==> src/rtl/fetch_sequencer_if.sv <==
// Bundle of the fetch sequencer's memory, decode and control signals.
// master = sequencer side, slave = memory/decode/execute side.
interface fetch_sequencer_if;
  // Handshakes: imem request transfers in a cycle with imem_req & imem_gnt; each
  // granted request returns exactly one imem_rvalid pulse, at least one cycle
  // later. The instruction transfers in a cycle with instr_valid & instr_ready;
  // instr_data/instr_pc are held stable while instr_valid is high.
  logic       imem_req;
  logic [7:0] imem_addr;
  logic       imem_gnt;
  logic       imem_rvalid;
  logic [7:0] imem_rdata;
  logic       instr_valid;
  logic [7:0] instr_data;
  logic [7:0] instr_pc;
  logic       instr_ready;
  logic       redirect;
  logic [7:0] redirect_pc;
  logic       halt;
  logic       halted;
  logic [7:0] pc;
  logic       push_ret;
  logic       pop_ret;
  logic       ras_err;
  logic [2:0] state;

  modport master (
    output imem_req, imem_addr, instr_valid, instr_data, instr_pc, halted, pc,
           ras_err, state,
    input  imem_gnt, imem_rvalid, imem_rdata, instr_ready, redirect,
           redirect_pc, halt, push_ret, pop_ret
  );

  modport slave (
    input  imem_req, imem_addr, instr_valid, instr_data, instr_pc, halted, pc,
           ras_err, state,
    output imem_gnt, imem_rvalid, imem_rdata, instr_ready, redirect,
           redirect_pc, halt, push_ret, pop_ret
  );
endinterface

==> src/rtl/fetch_sequencer.sv <==
// Instruction fetch sequencer: PC ownership, imem request/response, decode hand-off.
// Optional return-address stack enabled by defining FETCH_SEQ_RAS_EN.
module fetch_sequencer #(
  parameter logic [7:0] RESET_PC  = 8'h00,
  parameter int         RAS_DEPTH = 4
) (
  input logic               clk,
  input logic               reset,
  fetch_sequencer_if.master bus
);
  typedef enum logic [2:0] {
    S_FETCH = 3'd0,
    S_WAIT  = 3'd1,
    S_ISSUE = 3'd2,
    S_DRAIN = 3'd3,
    S_HALT  = 3'd4
  } state_t;

  state_t     r_state;
  logic [7:0] r_pc;
  logic [7:0] r_instr_data;
  logic [7:0] r_instr_pc;

  logic       w_halt_take;
  logic       w_accept;
  logic       w_redir;
  logic [7:0] w_target;

  // Halt wins over any redirect presented in the same handshake cycle.
  assign w_halt_take = (r_state == S_ISSUE) && bus.instr_ready && bus.halt;
  assign w_accept    = ((r_state == S_FETCH) || (r_state == S_WAIT) ||
                        (r_state == S_ISSUE)) && !w_halt_take;

`ifdef FETCH_SEQ_RAS_EN
  localparam int PW = (RAS_DEPTH > 1) ? $clog2(RAS_DEPTH) : 1;

  logic [7:0]  r_ras [RAS_DEPTH];
  logic [PW-1:0] r_top;
  logic [PW:0] r_cnt;
  logic        r_ras_err;
  logic [PW-1:0] w_top_m1;
  logic        w_push;
  logic        w_pop;
  logic        w_empty;
  logic        w_full;

  assign w_top_m1 = r_top - 1'b1;
  assign w_empty  = (r_cnt == '0);
  assign w_full   = (r_cnt == (PW+1)'(RAS_DEPTH));
  assign w_pop    = bus.pop_ret && w_accept;
  assign w_push   = bus.redirect && bus.push_ret && !bus.pop_ret && w_accept;
  assign w_redir  = bus.redirect || bus.pop_ret;
  assign w_target = bus.pop_ret ? (w_empty ? RESET_PC : r_ras[w_top_m1])
                                : bus.redirect_pc;
  assign bus.ras_err = r_ras_err;

  // Circular buffer: when full, the write slot is the oldest entry, so a push
  // overwrites it without any shifting.
  always_ff @(posedge clk or posedge reset) begin
    if (reset) begin
      for (int i = 0; i < RAS_DEPTH; i++) r_ras[i] <= 8'h00;
      r_top     <= '0;
      r_cnt     <= '0;
      r_ras_err <= 1'b0;
    end else if (w_pop) begin
      if (w_empty) begin
        r_ras_err <= 1'b1;
      end else begin
        r_top <= w_top_m1;
        r_cnt <= r_cnt - 1'b1;
      end
    end else if (w_push) begin
      r_ras[r_top] <= r_instr_pc + 8'h01;
      r_top        <= r_top + 1'b1;
      if (w_full) r_ras_err <= 1'b1;
      else        r_cnt     <= r_cnt + 1'b1;
    end
  end
`else
  logic w_unused_ras;
  assign w_unused_ras = bus.push_ret ^ bus.pop_ret;
  assign w_redir      = bus.redirect;
  assign w_target     = bus.redirect_pc;
  assign bus.ras_err  = 1'b0;
`endif

  always_ff @(posedge clk or posedge reset) begin
    if (reset) begin
      r_state      <= S_FETCH;
      r_pc         <= RESET_PC;
      r_instr_data <= 8'h00;
      r_instr_pc   <= 8'h00;
    end else begin
      case (r_state)
        S_FETCH: begin
          if (w_redir) begin
            r_pc    <= w_target;
            r_state <= bus.imem_gnt ? S_DRAIN : S_FETCH;
          end else if (bus.imem_gnt) begin
            r_state <= S_WAIT;
          end
        end
        S_WAIT: begin
          if (w_redir) begin
            r_pc    <= w_target;
            r_state <= bus.imem_rvalid ? S_FETCH : S_DRAIN;
          end else if (bus.imem_rvalid) begin
            r_instr_data <= bus.imem_rdata;
            r_instr_pc   <= r_pc;
            r_pc         <= r_pc + 8'h01;
            r_state      <= S_ISSUE;
          end
        end
        S_ISSUE: begin
          if (w_halt_take) begin
            r_state <= S_HALT;
          end else if (w_redir) begin
            r_pc    <= w_target;
            r_state <= S_FETCH;
          end else if (bus.instr_ready) begin
            r_state <= S_FETCH;
          end
        end
        S_DRAIN: begin
          if (bus.imem_rvalid) r_state <= S_FETCH;
        end
        S_HALT:  r_state <= S_HALT;
        default: r_state <= S_FETCH;
      endcase
    end
  end

  assign bus.imem_req    = (r_state == S_FETCH);
  assign bus.imem_addr   = r_pc;
  assign bus.instr_valid = (r_state == S_ISSUE);
  assign bus.instr_data  = r_instr_data;
  assign bus.instr_pc    = r_instr_pc;
  assign bus.halted      = (r_state == S_HALT);
  assign bus.pc          = r_pc;
  assign bus.state       = r_state;
endmodule

==> src/flat_wrapper.sv <==
// flat-port wrapper written by rule: the top's interface ports become plain ports
module fetch_sequencer_flat 
#(
  parameter logic [7:0] RESET_PC  = 8'h00,
  parameter int         RAS_DEPTH = 4
)
  (clk, reset, bus_imem_req, bus_imem_addr, bus_instr_valid, bus_instr_data, bus_instr_pc, bus_halted, bus_pc, bus_ras_err, bus_state, bus_imem_gnt, bus_imem_rvalid, bus_imem_rdata, bus_instr_ready, bus_redirect, bus_redirect_pc, bus_halt, bus_push_ret, bus_pop_ret);
  fetch_sequencer_if bus_i ();
  input logic clk;
  input logic reset;
  output wire logic [$bits(bus_i.imem_req)-1:0] bus_imem_req;
  output wire logic [$bits(bus_i.imem_addr)-1:0] bus_imem_addr;
  output wire logic [$bits(bus_i.instr_valid)-1:0] bus_instr_valid;
  output wire logic [$bits(bus_i.instr_data)-1:0] bus_instr_data;
  output wire logic [$bits(bus_i.instr_pc)-1:0] bus_instr_pc;
  output wire logic [$bits(bus_i.halted)-1:0] bus_halted;
  output wire logic [$bits(bus_i.pc)-1:0] bus_pc;
  output wire logic [$bits(bus_i.ras_err)-1:0] bus_ras_err;
  output wire logic [$bits(bus_i.state)-1:0] bus_state;
  input wire logic [$bits(bus_i.imem_gnt)-1:0] bus_imem_gnt;
  input wire logic [$bits(bus_i.imem_rvalid)-1:0] bus_imem_rvalid;
  input wire logic [$bits(bus_i.imem_rdata)-1:0] bus_imem_rdata;
  input wire logic [$bits(bus_i.instr_ready)-1:0] bus_instr_ready;
  input wire logic [$bits(bus_i.redirect)-1:0] bus_redirect;
  input wire logic [$bits(bus_i.redirect_pc)-1:0] bus_redirect_pc;
  input wire logic [$bits(bus_i.halt)-1:0] bus_halt;
  input wire logic [$bits(bus_i.push_ret)-1:0] bus_push_ret;
  input wire logic [$bits(bus_i.pop_ret)-1:0] bus_pop_ret;
  assign bus_imem_req = bus_i.imem_req;
  assign bus_imem_addr = bus_i.imem_addr;
  assign bus_instr_valid = bus_i.instr_valid;
  assign bus_instr_data = bus_i.instr_data;
  assign bus_instr_pc = bus_i.instr_pc;
  assign bus_halted = bus_i.halted;
  assign bus_pc = bus_i.pc;
  assign bus_ras_err = bus_i.ras_err;
  assign bus_state = bus_i.state;
  assign bus_i.imem_gnt = bus_imem_gnt;
  assign bus_i.imem_rvalid = bus_imem_rvalid;
  assign bus_i.imem_rdata = bus_imem_rdata;
  assign bus_i.instr_ready = bus_instr_ready;
  assign bus_i.redirect = bus_redirect;
  assign bus_i.redirect_pc = bus_redirect_pc;
  assign bus_i.halt = bus_halt;
  assign bus_i.push_ret = bus_push_ret;
  assign bus_i.pop_ret = bus_pop_ret;
  fetch_sequencer #(.RESET_PC(RESET_PC), .RAS_DEPTH(RAS_DEPTH)) u_core (.clk(clk), .reset(reset), .bus(bus_i));
endmodule
==> config.mk <==
export PLATFORM = sky130hd
export DESIGN_NAME = fetch_sequencer_flat
export DESIGN_NICKNAME = d
export VERILOG_FILES = /design/src/rtl/fetch_sequencer_if.sv /design/src/rtl/fetch_sequencer.sv /design/src/flat_wrapper.sv
export SDC_FILE = /design/constraint.sdc
export NUM_CORES = 1
export LEC_CHECK = 0
export CORE_MARGIN = 2
export CORE_UTILIZATION = 37
export DETAILED_ROUTE_END_ITERATION = 8
export GPL_ROUTABILITY_DRIVEN = 0
export PLACE_DENSITY_LB_ADDON = 0.1
export SLEW_MARGIN = 20
export SYNTH_ARGS = -nofsm -noshare
export SYNTH_HDL_FRONTEND = slang
export SYNTH_SLANG_ARGS = --single-unit
==> constraint.sdc <==
create_clock -name clk -period 1.75 [get_ports clk]
set_clock_uncertainty 0.1 [all_clocks]
set_input_delay 0.35 -clock clk [delete_from_list [all_inputs] [get_ports clk]]
set_output_delay 0.35 -clock clk [all_outputs]
set_load 0.1 [all_outputs]
==> results.sh <==
export IMPL_syn_nets=156
export IMPL_dp_cells=236
export IMPL_avgSynthCellArea_sq_um=11.0
export IMPL_cp_required_ns=1.30
export IMPL_grt_overflow=0
export IMPL_n_antenna_cell=0
export IMPL_vias_per_cell=5.34
export IMPL_dieArea_sq_um=4360
export IMPL_drive_gt1_share_pct=57.6
export IMPL_cp_end_kind="primary output"
export IMPL_rows=22
export IMPL_synth_top_family_by_area="multiplexers"
export IMPL_cts_root_buf="clkbuf_8"
export IMPL_rsz0062_at_grt="true"
export IMPL_utilization_pct=75.1
export IMPL_setup_viol_count_final=22
export IMPL_fp_dieW_um=66.0
export IMPL_cts_clk_slew_worst_paths_ns=0.10
export IMPL_postLayoutSetupSlackWorst_ns=-0.0918
export IMPL_die_h_um=66.0
export IMPL_start_util_pct=38.6
export IMPL_layout_worst_path_cycle_share_pct=105
export IMPL_hold_viol_final=0
export IMPL_path_max_fanout=5
export IMPL_final_min_clock_period_ns=1.84
export IMPL_drt_wl_total_mm=4.31
export IMPL_antenna_left=0
export IMPL_syn2layout_area_growth_pct=94.5
export IMPL_drt_iter0_drc=64
export IMPL_synth_xor_area_share_pct=0.615
export IMPL_drc=0
export IMPL_synth_cells=130
export IMPL_violations="setup timing"
export IMPL_cap_violations=0
export IMPL_hpwl_mm=2.87
export IMPL_muxShareOfSynthArea_pct=14.0
export IMPL_synth_area_sq_um=1420
export IMPL_antenna_found_initial=0
export IMPL_slew_violations=0
export IMPL_ys_flop_type="dfrtp_1"
export IMPL_num_vias=1351
export IMPL_grt_pass1_wl_mm=6.75
export IMPL_crit_arrival_ns=1.39
export IMPL_clkSinkCount=27
export IMPL_htree_levels=1
export IMPL_dr_pass1_iters=4
export IMPL_hold_class="primary input to async pin"
export IMPL_grt_pass1_vias=1415
export IMPL_final_cells=253
export IMPL_grt_max_degree=28
export IMPL_synth_compound_area_share_pct=13.6
export IMPL_yosysSeqAreaShare_pct=47.5
export IMPL_async_reset_ff_share_pct=100
export IMPL_synthSimpleGateAreaFrac_pct=13.5
export IMPL_crit_type="register to primary output"
export IMPL_clk_latency_ns=0.28
export IMPL_synth_largest_area_cell="dfrtp_1"
export IMPL_grt_usage_pct=20.5
export IMPL_fmax_mhz=543
export IMPL_outcome="complete, but fails checks"
export IMPL_synth_edf_count=0
export IMPL_seqCellArea_sq_um=697
export IMPL_cts_buffer_depth=2
export IMPL_n_fill_cell=232
export IMPL_io_pin_count=64
export IMPL_multi_input_area_sq_um=723
export IMPL_final_cell_mix="buf_12, clkdlybuf4s50_1, buf_4"
export IMPL_routedWlPerCell_um=17.0
export IMPL_crit_path_start_kind="register"
export IMPL_yosys_warnings=0
export IMPL_port_buffers=60
export IMPL_yosys_area_share_adder_pct=0.879
export IMPL_fin_nets=232
export IMPL_synth_area_top_cells="dfrtp_1, mux2_4, mux2_2, buf_4, a21oi_1"
export IMPL_synth_seq_cells=27
export IMPL_synth_cell_types=36
export IMPL_cts_tree="yes"
export IMPL_final_common_cell="buf_12"
export IMPL_synth_top_area_share_pct=47.5
export IMPL_core_sq_um=3690
export IMPL_cts_inserted_buffers=3
==> flip-flops by register name, summed over array words and instances (netlist names) <==
signal	count
u_core.bus.instr_pc	8
u_core.bus.imem_addr	8
u_core.bus.state	3
u_core.bus.instr_data	8
==> synthesized netlist by cell type (all sizes together), types with 2 or more instances <==
library cell  count
nor3              3
a211oi            2
a2bb2oi           2
and3              2
nand2            10
o22ai             3
a21oi             9
nand3             3
o21ai             5
buf              14
nor3b             2
dfrtp            27
mux2             15
a31oi             2
inv               5
nor2              9
clkbuf            2
==> through the flow <==
| stage | cell area [sq um] | setup WS, ns | TNS [ns] | hold WS (ns) |
|---|---|---|---|---|
| floorplan | 1510 | -0.372 | -6.71 | 0.302 |
| detailed placement | 2510 | -0.392 | -7.78 | 0.449 |
| global placement | 2510 | -0.322 | -6.65 | 0.443 |
| global route | 2770 | -0.134 | -2.41 | 0.351 |
| CTS | 2690 | -0.0930 | -0.324 | 0.326 |
| finish | 2770 | -0.0918 | -0.981 | 0.317 |
==> critical path: stages, from the launching register on <==
cell and delay (ns):
dfrtp_4 0.51, buf_8 0.14, nor3b_4 0.25, buf_12 0.21
==> layer usage <==
layer | global-route usage, % | vias up | share of wire, %
li1 | - | 604 | -
met1 | 24.9 | 669 | 39
met2 | 35.5 | 63 | 51
met3 | 5.45 | 15 | 6.6
met4 | 6.12 | 0 | 2.8
met5 | 0 | - | 0
==> logic make-up (layout without fill, tap and decap cells) <==
group | Yosys count | count (layout)
AO/OA/AOI/OAI | 30 | 30
multiplexers | 15 | 15
adder cells (fa/ha/maj) | 1 | 1
other | 1 | 1
buffers and inverters | 21 | 96
AND/OR/NAND/NOR | 34 | 34
XOR/XNOR | 1 | 1
flip-flops | 27 | 27
==> final cells by class <==
type / instances / area share, %
Tap cell: 48 / 2.17
Timing Repair Buffer: 87 / 44.1
Clock buffer: 3 / 1.49
Inverter: 5 / 0.678
Multi-Input combinational cell: 82 / 26.1
Clock inverter: 1 / 0.271
Sequential cell: 27 / 25.2
==> path summary, 6_finish.rpt <==
kind                            slack [ns]                    from  cells after the start                        to
max in group asynchronous             0.94                   reset                      3       u_core.bus.state[2]
min in group clk                      0.47  u_core.bus.instr_pc[4]                      2    u_core.bus.instr_pc[4]
worst max-delay path                 -0.09     u_core.bus.state[1]                      3                bus_halted
worst max register to register       -0.07     u_core.bus.state[1]                      6    u_core.bus.instr_pc[1]
worst min-delay path                  0.32                   reset                      3  u_core.bus.instr_data[7]
worst min register to register        0.47  u_core.bus.instr_pc[4]                      2    u_core.bus.instr_pc[4]
==> repair_timing <==
item | in CTS | in global routing
buffers inserted | 12 | 1
endpoints found under the setup margin | 25 | 26
hold endpoints to repair | 0 | 0
resized for setup | 8 | 15
hold buffers | 0 | 0
pin swaps | 6 | 6
Power is left out: the tool's default activity adds up to more than one toggle a clock period on the data nets, which glitch-free logic cannot reach.
